## config.mk

```make
export PLATFORM = sky130hd
export DESIGN_NAME = dvp_capture
export DESIGN_NICKNAME = d
export VERILOG_FILES = /design/src/rtl/dvp_capture.sv
export SDC_FILE = /design/constraint.sdc
export NUM_CORES = 1
export LEC_CHECK = 0
export BUFFER_PORTS_ARGS = -buffer_cell sky130_fd_sc_hd__buf_2
export CAP_MARGIN = 20
export CORE_MARGIN = 1.5
export CORE_UTILIZATION = 55
export CTS_CLUSTER_DIAMETER = 30
export CTS_CLUSTER_SIZE = 24
export DETAILED_ROUTE_END_ITERATION = 6
export PLACE_DENSITY = 0.76
export SLEW_MARGIN = 20
export SYNTH_ARGS = -nofsm -noshare
export SYNTH_HDL_FRONTEND = slang
export SYNTH_SLANG_ARGS = --single-unit
```

## constraint.sdc

```tcl
create_clock -name clk -period 5.44 [get_ports clk]
set_input_delay 0.816 -clock clk [delete_from_list [all_inputs] [get_ports clk]]
set_output_delay 0.816 -clock clk [all_outputs]
set_load 0.005 [all_outputs]
```

## src/rtl/dvp_capture.sv

```systemverilog
// DVP sensor capture front end: registers the sensor pins, assembles multi-beat pixels,
// applies a per-frame crop window and frame-skip decimation, and emits a marked pixel stream.
module dvp_capture #(
  parameter int DATA_W          = 8,
  parameter int BYTES_PER_PIXEL = 2,
  parameter int COORD_W         = 12,
  parameter int VSYNC_POL       = 1
) (
  input  logic                               clk,
  input  logic                               rest_n,
  input  logic                               enable,
  input  logic                               vsync,
  input  logic                               href,
  input  logic [DATA_W-1:0]                  data,
  input  logic [COORD_W-1:0]                 crop_x0,
  input  logic [COORD_W-1:0]                 crop_y0,
  input  logic [COORD_W-1:0]                 crop_w,
  input  logic [COORD_W-1:0]                 crop_h,
  input  logic [3:0]                         skip_n,
  input  logic                               byte_swap,
  output logic                               out_valid,
  output logic [DATA_W*BYTES_PER_PIXEL-1:0]  out_data,
  output logic                               out_sof,
  output logic                               out_eol,
  output logic                               frame_start,
  output logic                               frame_done,
  output logic [15:0]                        frame_cnt,
  output logic                               line_err,
  output logic [1:0]                         dbg_state
);

  localparam int   PW     = DATA_W * BYTES_PER_PIXEL;
  localparam int   BW     = (BYTES_PER_PIXEL > 1) ? $clog2(BYTES_PER_PIXEL) : 1;
  localparam int   CW1    = COORD_W + 1;
  localparam logic VS_ACT = (VSYNC_POL != 0);

  typedef enum logic [1:0] {IDLE = 2'd0, CAPTURE = 2'd1, SKIP = 2'd2} state_t;

  // out_valid is a one-cycle strobe with no ready: the downstream writer must take every
  // beat on which out_valid is high; out_sof/out_eol/frame_done qualify that same beat.
  state_t               state;
  logic                 vs_r, vs_q, hr_r, hr_q;
  logic [DATA_W-1:0]    d_r;
  logic [BW-1:0]        beat;
  logic [COORD_W-1:0]   x, y;
  logic [3:0]           skip_cnt;
  logic [COORD_W-1:0]   cx0, cy0, cw, ch;
  logic                 swap_l;
  logic [PW-1:0]        acc, pix_next;

  logic                 fs_evt, vs_active, href_fall, last_beat, pix_done;
  logic                 in_win, x_last, y_last;
  logic [BW-1:0]        slot;
  logic [CW1-1:0]       x_e, y_e, x_lo, y_lo, x_hi, y_hi;

  assign dbg_state = state;

  assign vs_active = (vs_r == VS_ACT);
  assign fs_evt    = (vs_q == VS_ACT) && !vs_active;
  assign href_fall = hr_q && !hr_r;
  assign last_beat = (beat == BW'(BYTES_PER_PIXEL - 1));
  assign pix_done  = hr_r && last_beat;

  // Window bounds are widened by one bit so x0+w cannot wrap.
  assign x_e    = {1'b0, x};
  assign y_e    = {1'b0, y};
  assign x_lo   = {1'b0, cx0};
  assign y_lo   = {1'b0, cy0};
  assign x_hi   = {1'b0, cx0} + {1'b0, cw};
  assign y_hi   = {1'b0, cy0} + {1'b0, ch};
  assign in_win = (x_e >= x_lo) && (x_e < x_hi) && (y_e >= y_lo) && (y_e < y_hi);
  assign x_last = (x_e == x_hi - CW1'(1));
  assign y_last = (y_e == y_hi - CW1'(1));

  // Beat k lands in byte slot k (swapped) or BYTES_PER_PIXEL-1-k (first beat is MSB).
  assign slot = swap_l ? beat : BW'(BYTES_PER_PIXEL - 1) - beat;

  always_comb begin
    pix_next = acc;
    pix_next[slot*DATA_W +: DATA_W] = d_r;
  end

  always_ff @(posedge clk or negedge rest_n) begin
    if (!rest_n) begin
      state       <= IDLE;
      vs_r        <= ~VS_ACT;
      vs_q        <= ~VS_ACT;
      hr_r        <= 1'b0;
      hr_q        <= 1'b0;
      d_r         <= '0;
      beat        <= '0;
      x           <= '0;
      y           <= '0;
      skip_cnt    <= '0;
      cx0         <= '0;
      cy0         <= '0;
      cw          <= '0;
      ch          <= '0;
      swap_l      <= 1'b0;
      acc         <= '0;
      out_valid   <= 1'b0;
      out_data    <= '0;
      out_sof     <= 1'b0;
      out_eol     <= 1'b0;
      frame_start <= 1'b0;
      frame_done  <= 1'b0;
      frame_cnt   <= '0;
      line_err    <= 1'b0;
    end else begin
      out_valid   <= 1'b0;
      out_sof     <= 1'b0;
      out_eol     <= 1'b0;
      frame_start <= 1'b0;
      frame_done  <= 1'b0;
      line_err    <= 1'b0;

      vs_r <= vsync;
      vs_q <= vs_r;
      hr_r <= href;
      hr_q <= hr_r;
      d_r  <= data;

      if (hr_r) begin
        beat <= last_beat ? '0 : beat + BW'(1);
        acc  <= pix_next;
      end else begin
        beat <= '0;
      end

      if (fs_evt) begin
        x <= '0;
        y <= '0;
      end else if (href_fall) begin
        x <= '0;
        if (y != '1) y <= y + COORD_W'(1);
      end else if (pix_done && x != '1) begin
        x <= x + COORD_W'(1);
      end

      if (href_fall && beat != '0 && state != IDLE) line_err <= 1'b1;

      if (fs_evt) begin
        frame_start <= 1'b1;
        cx0         <= crop_x0;
        cy0         <= crop_y0;
        cw          <= crop_w;
        ch          <= crop_h;
        swap_l      <= byte_swap;
        if (enable && skip_cnt == '0) begin
          state    <= CAPTURE;
          skip_cnt <= skip_n;
        end else begin
          state <= SKIP;
          if (skip_cnt != '0) skip_cnt <= skip_cnt - 4'd1;
        end
      end else if (vs_active && state != IDLE) begin
        // An unfinished window is simply abandoned; no done pulse, no count.
        state <= IDLE;
      end else if (state == CAPTURE && pix_done && in_win) begin
        out_valid <= 1'b1;
        out_data  <= pix_next;
        out_sof   <= (x == cx0) && (y == cy0);
        out_eol   <= x_last;
        if (x_last && y_last) begin
          frame_done <= 1'b1;
          frame_cnt  <= frame_cnt + 16'd1;
        end
      end
    end
  end

endmodule

```

==> reports/metrics.yaml <==
run_status:
  status: "finished, final reports clean"
run:
  cap_violations: 0
cts:
  cts_sinks: 146
  cts_setup_buffers: 0
  cts_max_level: 4
  cts_buffers: 17
  root_buffer: "clkbuf_16"
  clkSlewWorstSetupHoldPaths_ns: 0.07
  cts_tree: "built"
  clock_latency_ns: 0.44
  clockBufferDepth: 2
worst_setup_path:
  crit_path_max_fanout: 10
  cp-end-kind: "flop"
  r2r-start: "cx0[0]"
  crit_start: "cx0[0]"
  reg2reg_depth: 19
  critPathArrivalTime_ns: 5.46
  crit_type: "reg2reg"
  worstPathRequired_ns: 5.80
  start_kind: "flop"
grt:
  grt_pass1_wl_um: 37200
  grt.busiest_layer: "met2"
  met2_usage: 0.401
  antenna_found_initial: 0
  grt.overflow.total: 0
  use_met3: 0.0540
  use_met1: 0.376
  grt_pass1_vias: 7595
  track_usage: 0.261
  grt_max_degree: 105
synthesis:
  netlist_area_um2: 9380
  synthDominantCellAreaShare: 0.389
  ys_warn_count: 0
  synth_ff_type: "dfrtp_1"
  synth_cell_types: 79
  netlist_top_cells_area: "dfrtp_1, ha_1, nand2_1"
  yosysTopAreaCell: "dfrtp_1"
  synth_nets: 1183
  ys_seq_area_frac: 0.389
  syn_avg_cell_area_um2: 9.04
  synth_edf_count: 0
  synthArstFlopShare: 1.00
  syn_inst: 1038
  ys_ff_latch: 146
power_and_ir_drop:
  seqPwrFrac: 0.347
  p_int_mw: 2.32
  power-per-cell-area_nw_per_um2: 344
  p_switching_mw: 1.37
  p_leak_nw: 5.30
  switching_share: 0.372
  pwr-share-comb: 0.331
  ir_worst_vdd_v: 0.000246
  clock_power_share: 0.322
routing:
  drc: 0
  ant_nets: 0
  drt-total-wl_um: 22400
  dr.first_iter.drc_count: 574
  routed_via_density: 5.76
  num_vias: 7868
  post_drt_wl_per_cell_um: 16.4
  dr.pass1.iters: 5
layout:
  antenna_cells: 0
  n_fill_cell: 1389
  nNetsFinal: 1279
  drive_gt1_frac: 0.166
  fin_util: 0.644
  syn_to_final_growth_pct: 14.3
  fin_area_um2: 10700
die:
  ios: 106
  dieArea_um2: 17900
  die_w_um: 134
  die_h_um: 134
  row_count: 47
  start_util: 0.564
  coreArea_um2: 16600
min_path:
  worstHoldStart: "vs_active"
  hold_depth: 0
  min_path_type: "reg2reg"
sta:
  drv_slew: 0
  fin_hold_ws_ns: 0.461
  fin_tns_setup_ns: 0
  hold_violations: 0
  final.period_utilization: 0.938
  setup_viol: 0
  skew_ns: 0.0127
  worstMarginPinSlew_ns: 0.958
  max-slew-margin-rel: 0.361
  setup_ws_ns: 0.336
  finalCriticalPeriod_ns: 5.10
  rsz0062_at_grt: "false"
  max_freq_mhz: 196
placement:
  gp_congestion: 0.910
  dpl.hpwl_um: 16300
  dpl-instance-area_um2: 10100
  io_buffers: 105
  place_ws_ns: 0.184
-- synthesized netlist by cell type (6+ instances only) --
cell	n
a211o_1	7
a211oi_1	8
a21o_1	17
a21oi_1	41
a31oi_1	22
and2_1	7
and3_1	8
and4_1	7
clkbuf_1	26
dfrtp_1	146
ha_1	77
inv_1	67
mux2_2	18
nand2_1	171
nand2b_1	8
nand3_1	28
nand4_1	20
nor2_1	78
nor2b_1	10
nor3_1	15
nor4_1	6
o211ai_1	16
o21a_1	9
o21ai_0	55
or3_1	13
xnor2_1	29
xor2_1	33
-- metrics by stage --
stage | cells | power [mW]
after floorplan | 1038 | 2.21
after global placement | 1335 | 2.46
final | 1367 | 3.69
after detailed placement | 1335 | 2.50
after CTS | 1367 | 3.69
after global routing | 1367 | 3.92
-- power groups by stage --
stage | combinational (mW) | sequential (mW) | clock, mW
3_5_place_dp | 1.20 | 1.30 | 0
5_1_grt | 1.38 | 1.30 | 1.25
4_1_cts | 1.21 | 1.28 | 1.20
2_1_floorplan | 0.939 | 1.27 | 0
6_report | 1.22 | 1.28 | 1.19
3_3_place_gp | 1.16 | 1.29 | 0
-- final timing paths --
| check | to | slack (ns) |
|---|---|---|
| setup reg to reg | frame_cnt[2] | 0.34 |
| hold reg to reg | vs_q | 0.46 |
| hold / removal | vs_q | 0.46 |
| setup / recovery | frame_cnt[2] | 0.34 |
| max in group asynchronous | hr_q | 3.82 |
| min in group asynchronous | cx0[11] | 0.48 |
-- layout make-up --
cell class / count / area [um^2] / share of cell area
Clock buffer: 17 / 425 / 0.0397
Clock inverter: 15 / 178 / 0.0166
Inverter: 69 / 259 / 0.0242
Multi-Input combinational cell: 789 / 5350 / 0.499
Sequential cell: 146 / 3650 / 0.341
Tap cell: 220 / 275 / 0.0257
Timing Repair Buffer: 111 / 577 / 0.0538
-- what timing repair did --
action / CTS / global route
hold buffers: 0 / 0
hold endpoints to repair: 0 / 0
resized for setup: 0 / 3
endpoints found under the setup margin: 0 / 16
-- routing by layer --
metal  vias to the layer above  wire, um
met5                         -         0
li1                       3861         -
met1                      3780     10700
met3                        24      1140
met2                       203     10200
met4                         0       310
-- cells by family after synthesis --
| group | Yosys count | synth area share |
|---|---|---|
| AND/OR/NAND/NOR | 398 | 0.203 |
| AO/OA/AOI/OAI | 224 | 0.165 |
| flip-flops | 146 | 0.389 |
| buffers and inverters | 103 | 0.0424 |
| adder cells (fa/ha/maj) | 79 | 0.107 |
| XOR/XNOR | 66 | 0.0668 |
| multiplexers | 22 | 0.0259 |
-- critical path, stage by stage, from the launching register on --
cell and delay [ns]:
dfrtp_1 0.38, ha_1 0.20, inv_1 0.06, fa_1 0.40, nand2b_1 0.19, a21oi_2 0.26, nor3_1 0.09, or3_1 0.37
and2_1 0.21, ha_1 0.20, or4_1 0.43, a211o_1 0.28, o21ai_1 0.18, a31oi_1 0.11, o31ai_1 0.29, nand3_1 0.24
a2111oi_4 0.40, nand4_4 0.28, nor2_1 0.26, xor2_1 0.18
-- cell usage in the layout, fill, tap and decap left out, drive strengths merged, types with 17 or more instances in the layout --
| cell type | instances |
|---|---|
| ha | 77 |
| clkbuf | 17 |
| nand2 | 171 |
| dfrtp | 146 |
| mux2 | 18 |
| xor2 | 34 |
| buf | 111 |
| nor2 | 78 |
| a21o | 17 |
| nor3 | 18 |
| inv | 77 |
| a31oi | 22 |
| nand3 | 28 |
| a21oi | 42 |
| xnor2 | 29 |
| nand4 | 22 |
| o21ai | 56 |
-- registers in the layout, summed over array words and instances (netlist names), 12 cells and up --
signal     cells
ch            12
cy0           12
y             12
frame_cnt     16
acc           16
cw            12
x             12
cx0           12
out_data      16
Note: power is estimated with default switching activity, not from simulation.
